===== config.mk =====
export PLATFORM = sky130hd
export DESIGN_NAME = modulo_n_down_counter
export DESIGN_NICKNAME = d
export VERILOG_FILES = /design/src/rtl/modulo_pkg.sv /design/src/rtl/modulo_n_down_counter.sv
export SDC_FILE = /design/constraint.sdc
export NUM_CORES = 1
export LEC_CHECK = 0
export CAP_MARGIN = 10
export CORE_AREA = 4 4 41 43
export DETAILED_ROUTE_END_ITERATION = 12
export DIE_AREA = 0 0 45 47
export DONT_BUFFER_PORTS = 1
export GPL_TIMING_DRIVEN = 0
export PLACE_DENSITY = 0.31
export REMOVE_ABC_BUFFERS = 1
export SYNTH_ARGS = -nofsm -noshare
export SYNTH_HDL_FRONTEND = slang
export SYNTH_SLANG_ARGS = --single-unit

===== constraint.sdc =====
create_clock -name clk -period 1.4 [get_ports clk]
set_input_delay 0.42 -clock clk [delete_from_list [all_inputs] [get_ports clk]]
set_output_delay 0.42 -clock clk [all_outputs]
set_load 0.1 [all_outputs]

===== src/rtl/modulo_pkg.sv =====
// Shared definitions for the modulo-N counter family.
// The state encoding and load clamp are reused by the up and down counters.
package modulo_pkg;

    typedef enum logic {ST_RUN, ST_DONE} mod_state_t;

    // The comparison is done at 32 bits, so an out-of-range load value is never truncated before it is compared.
    function automatic logic [31:0] clamp_mod(input logic [31:0] val, input logic [31:0] n);
        return (val >= n) ? (n - 32'd1) : val;
    endfunction

endpackage


===== src/rtl/modulo_n_down_counter.sv =====
// Modulo-N down counter: N-1 -> 0, then wraps (periodic) or parks in DONE (one-shot).
// One-cycle latency from load or enable to cnt/tc; all outputs are registered.
module modulo_n_down_counter
    import modulo_pkg::*;
#(
    parameter  int N = 4,
    localparam int W = (N > 1) ? $clog2(N) : 1
) (
    input  logic         clk,
    input  logic         rst,
    input  logic         en,
    input  logic         load,
    input  logic [W-1:0] load_val,
    input  logic         oneshot,
    output logic [W-1:0] cnt,
    output logic         tc,
    output logic         busy,
    output logic         done
);

    if (N < 1) begin : g_bad_n
        $error("modulo_n_down_counter: N must be >= 1");
    end

    localparam logic [W-1:0] CNT_MAX = W'(N - 1);

    mod_state_t   r_state;
    logic [W-1:0] r_cnt;
    logic         r_tc;

    mod_state_t   w_state_nxt;
    logic [W-1:0] w_cnt_nxt;
    logic         w_tc_nxt;
    logic [W-1:0] w_load_clamped;

    assign w_load_clamped = W'(clamp_mod(32'(load_val), 32'(N)));

    always_comb begin
        w_state_nxt = r_state;
        w_cnt_nxt   = r_cnt;
        w_tc_nxt    = 1'b0;
        if (load) begin
            w_cnt_nxt   = w_load_clamped;
            w_state_nxt = ST_RUN;
        end else if (r_state == ST_RUN && en) begin
            // Count 0 is handled explicitly, so the decrement below can never underflow.
            if (r_cnt != '0) begin
                w_cnt_nxt = r_cnt - 1'b1;
            end else begin
                w_tc_nxt = 1'b1;
                if (oneshot) begin
                    w_state_nxt = ST_DONE;
                end else begin
                    w_cnt_nxt = CNT_MAX;
                end
            end
        end
    end

    always_ff @(posedge clk) begin
        if (rst) begin
            r_state <= ST_RUN;
            r_cnt   <= CNT_MAX;
            r_tc    <= 1'b0;
        end else begin
            r_state <= w_state_nxt;
            r_cnt   <= w_cnt_nxt;
            r_tc    <= w_tc_nxt;
        end
    end

    assign cnt  = r_cnt;
    assign tc   = r_tc;
    assign busy = (r_state == ST_RUN);
    assign done = (r_state == ST_DONE);

endmodule


### Word level (Yosys, flattened, before mapping)

Cells that the tools add are included.
W data, S select, Z words.

| cells by class | value |
|---|---|
| $add $sub $neg | 1 |
| equality and inequality tests | 1 |
| mux-type cells | 5 |
| bitwise gates (word level) | 3 |
| reductions and logical operators | 7 |

Operators by type and width:

| kind | number |
|---|---|
| $mux W2 | 4 |
| $reduce_bool A2 Y1 | 2 |
| $ne A3 B2 Y1 const B | 1 |
| $not A1 Y1 | 3 |
| $reduce_and A3 Y1 | 1 |
| $reduce_or A3 Y1 | 1 |
| $reduce_and A2 Y1 | 1 |
| $reduce_or A2 Y1 | 1 |
| $sub A2 B1 Y2 const B | 1 |
| $logic_and A1 B1 Y1 | 1 |
| $mux W1 | 1 |

| word-level totals | value |
|---|---|
| register bits | 4 |
| input bits | 7 |
| output and inout port bits | 5 |
| word-level logic and storage cells | 20 |

### Longest topological paths before layout

| depth | value |
|---|---|
| word-level depth | 4 |
| gate-level depth with buffers | 5 |
| mapped depth without buffers | 5 |

### Least setup slack after synthesis

OpenSTA, ideal clock, no wires.

| path | value |
|---|---|
| path kind | reg2out |
| from | register r_state, in the netlist done |
| to | output busy |
| arrival | 1.739 ns |
| required time | 0.980 ns |
| setup slack | -0.759 ns |
| stages on the path, launching flop included | 2 |
| buffers on the path | 0 |
| cell sequence | dfxtp_1 inv_1 |

| between the ends | value |
|---|---|
| cells in the longest elaborated chain, start to end | 1 |

Ends and longest elaborated chain:

| what | RTL line | source |
|---|---|---|
| start: declaration | modulo_n_down_counter.sv:27 | `mod_state_t r_state;` |
| start signal: assignment | modulo_n_down_counter.sv:66 | `r_state <= w_state_nxt;` |
| $not A1 Y1 | modulo_n_down_counter.sv:74 | `assign busy = (r_state == ST_RUN);` |
| end: declaration | modulo_n_down_counter.sv:17 | `output logic busy,` |

Every way passes these cells.

### Worst setup path after layout

Ends and elaborated chain as after synthesis.

==> flow_summary.toml <==
[status]
status = "finished, violations left"
violations = "setup timing"

[placement]
pre_cts_ws_ns = -0.814
placed_area_um2 = 224
dp_hpwl_um = 399
numPortBuffers = 0
gp_routability_congestion = 0.684

[setup_path]
max_stage_delay_ns = 0.57
end_kind = "output port"
crit_buf_inv = 1
crit_path_cell_trace = "clkinvlp_4"
required_ns = 0.98
cp_max_fo = 5
crit_family = "flip-flops"
cpMaxStageDelayCell = "dfxtp_4"
arrival_ns = 1.33
setup.worst_path.class = "flip-flop to output port"
crit_path_start_kind = "flip-flop"

[floorplanning]
die_w_um = 45
die_area_um2 = 2120
io_pins = 12
core_um2 = 1300
rows = 13
initial_core_util_pct = 15.8
dieHeight_um = 47

[sta]
rsz0062_at_grt = "yes"
slew_headroom_pct = 66.4
period_needed_ns = 1.75
finalSetupViolCount = 1
hold_viol = 0
final.setup.tns_ns = -0.347
post-route-period-util_pct = 125
max_slew.worst_pin.slew_ns = 0.505
fmax_mhz = 572
slew_violations = 0
layout_setup_ws_ns = -0.347
fin_hold_ws_ns = 0.255
finalClockSkew_ns = 0.000155

[global_route]
grt_usage_pct = 5.93
antenna_found_initial = 0
grt_pass1_vias = 189
grt_pass1_wl_um = 848
grt_max_degree = 8
overflow = 0

[cells_and_area]
nNetsFinal = 36
drive_gt1_share_pct = 57.7
fin_area_um2 = 305
syn_to_final_growth_pct = 48.8
num_antenna_cells = 0

[clock_network]
cts-root-buf = "clkbuf_4"
cts_tree = "built"
htreeDepth = 1
numCtsBuffers = 3
path_clk_slew_ns = 0.03
clock_latency_ns = 0.23
cts_num_sinks = 4
clockBufferDepth = 2

[power]
sequentialPowerShare_pct = 49.4
p_sw_share_pct = 31.0
pwr-share-comb_pct = 10.2
clkPwrFrac_pct = 40.4
p_switching_uw = 104
fin_total_pwr_uw = 336
peakVddDrop_uv = 696
power_density_nw_per_um2 = 1100
power.leakage_nw = 0.108
power.internal_uw = 232

[logic_synthesis]
synthSimpleGateAreaFrac_pct = 26.2
synth_compound_area_share_pct = 23.2
ys_ff_latch = 4
synth.avg_cell_area_um2 = 9.33
synth_fa_ha_area_share_pct = 6.10
synth.area.mux_share_pct = 0
synth_top_family_by_area = "simple AND/OR/NAND/NOR gates"
synth_seq_area_share_pct = 39.0
ys_warn_count = 0
synth_area_um2 = 205
postSynthCellCount = 22
synth_xor_area_share_pct = 0
synth_cell_types = 15

[min_path]
worst_hold_path_type = "input port to flip-flop"

[detailed_routing]
drtIter0Drc = 0
drc = 0
wl_um = 550
wl_per_cell_um = 13.4
vias_per_cell = 4.85
firstDrtPassIters = 1
vias = 199
ant_nets = 0

[job]
cap_viol_max_count = 0
## through the flow
stage                     instances  util [%]
final                            41      23.5
after detailed placement         37      17.2
after global routing             41      23.5
after CTS                        40      20.4
after floorplan                  22         -
after global placement           37      17.2
## path summary, 6_finish.rpt
kind         startpoint  endpoint  slack, ns  depth (start not counted)
min reg2reg        done        tc       0.72                          1
min                 rst      done       0.26                          1
max reg2reg      cnt[0]    cnt[0]       0.08                          5
max                done      busy      -0.35                          1
## layout make-up
class                   count  area (µm²)
clock buffers               3        22.5
fillers                   154         996
inverters                   3        20.0
multi-input cells          15         144
flip-flops and latches      4        92.6
well taps                  15        18.8
repair buffers              1        7.51
## registers in the layout (all words and copies together) (netlist names)
register / cells
cnt: 2
tc: 1
done: 1
## repair_timing
action                     CTS  global route
hold buffers                 0             0
setup endpoints to repair    9             2
pin swaps                    0             4
buffers inserted             0             1
resized for setup           10             6
## Yosys cell counts
cell type | instances | area [µm²]
a2111oi_2 | 1 | 15.0
a21oi_1 | 2 | 10.0
a311oi_1 | 1 | 8.76
a31oi_1 | 1 | 6.26
and3_1 | 1 | 6.26
dfxtp_1 | 4 | 80.1
ha_1 | 1 | 12.5
inv_1 | 3 | 11.3
nand2_1 | 1 | 3.75
nand2_2 | 1 | 6.26
nor2b_4 | 1 | 13.8
nor3_1 | 2 | 10.0
nor3b_1 | 1 | 7.51
nor4_1 | 1 | 6.26
o31ai_1 | 1 | 7.51
## power by group through the flow
stage	clock network, mW	registers, mW	logic, mW
2_1_floorplan	0	0.164	0.0209
3_3_place_gp	0	0.166	0.0234
3_5_place_dp	0	0.166	0.0239
4_1_cts	0.141	0.164	0.0245
5_1_grt	0.155	0.167	0.0386
6_report	0.136	0.166	0.0343
## per-layer routing
metal	up-vias	wire, µm	GRT usage [%]
met3	0	86	7.66
met2	12	254	9.60
met5	-	0	0
met4	0	0	0
met1	95	209	4.78
li1	92	-	-
## layout by cell type (no fill, tap or decap)
cell        instances
clkbuf_4            3
dfxtp_4             3
inv_4               2
nor3_1              2
a21oi_1             2
clkinvlp_4          1
a31oi_1             1
nor2b_4             1
nand2_4             1
and3_1              1
o31ai_1             1
nand2_1             1
nor4_1              1
nor3b_1             1
a2111oi_4           1
a311oi_1            1
ha_4                1
buf_4               1
dfxtp_2             1
## kinds of logic (layout without fill, tap and decap cells)
| kind of cell | count (synthesis) | after routing |
|---|---|---|
| adders and majority gates | 1 | 1 |
| buffers and inverters | 3 | 7 |
| DFF | 4 | 4 |
| and+or+nand+nor | 8 | 8 |
| AOI/OAI and AO/OA | 6 | 6 |
Note: power is estimated with default switching activity, not from simulation.
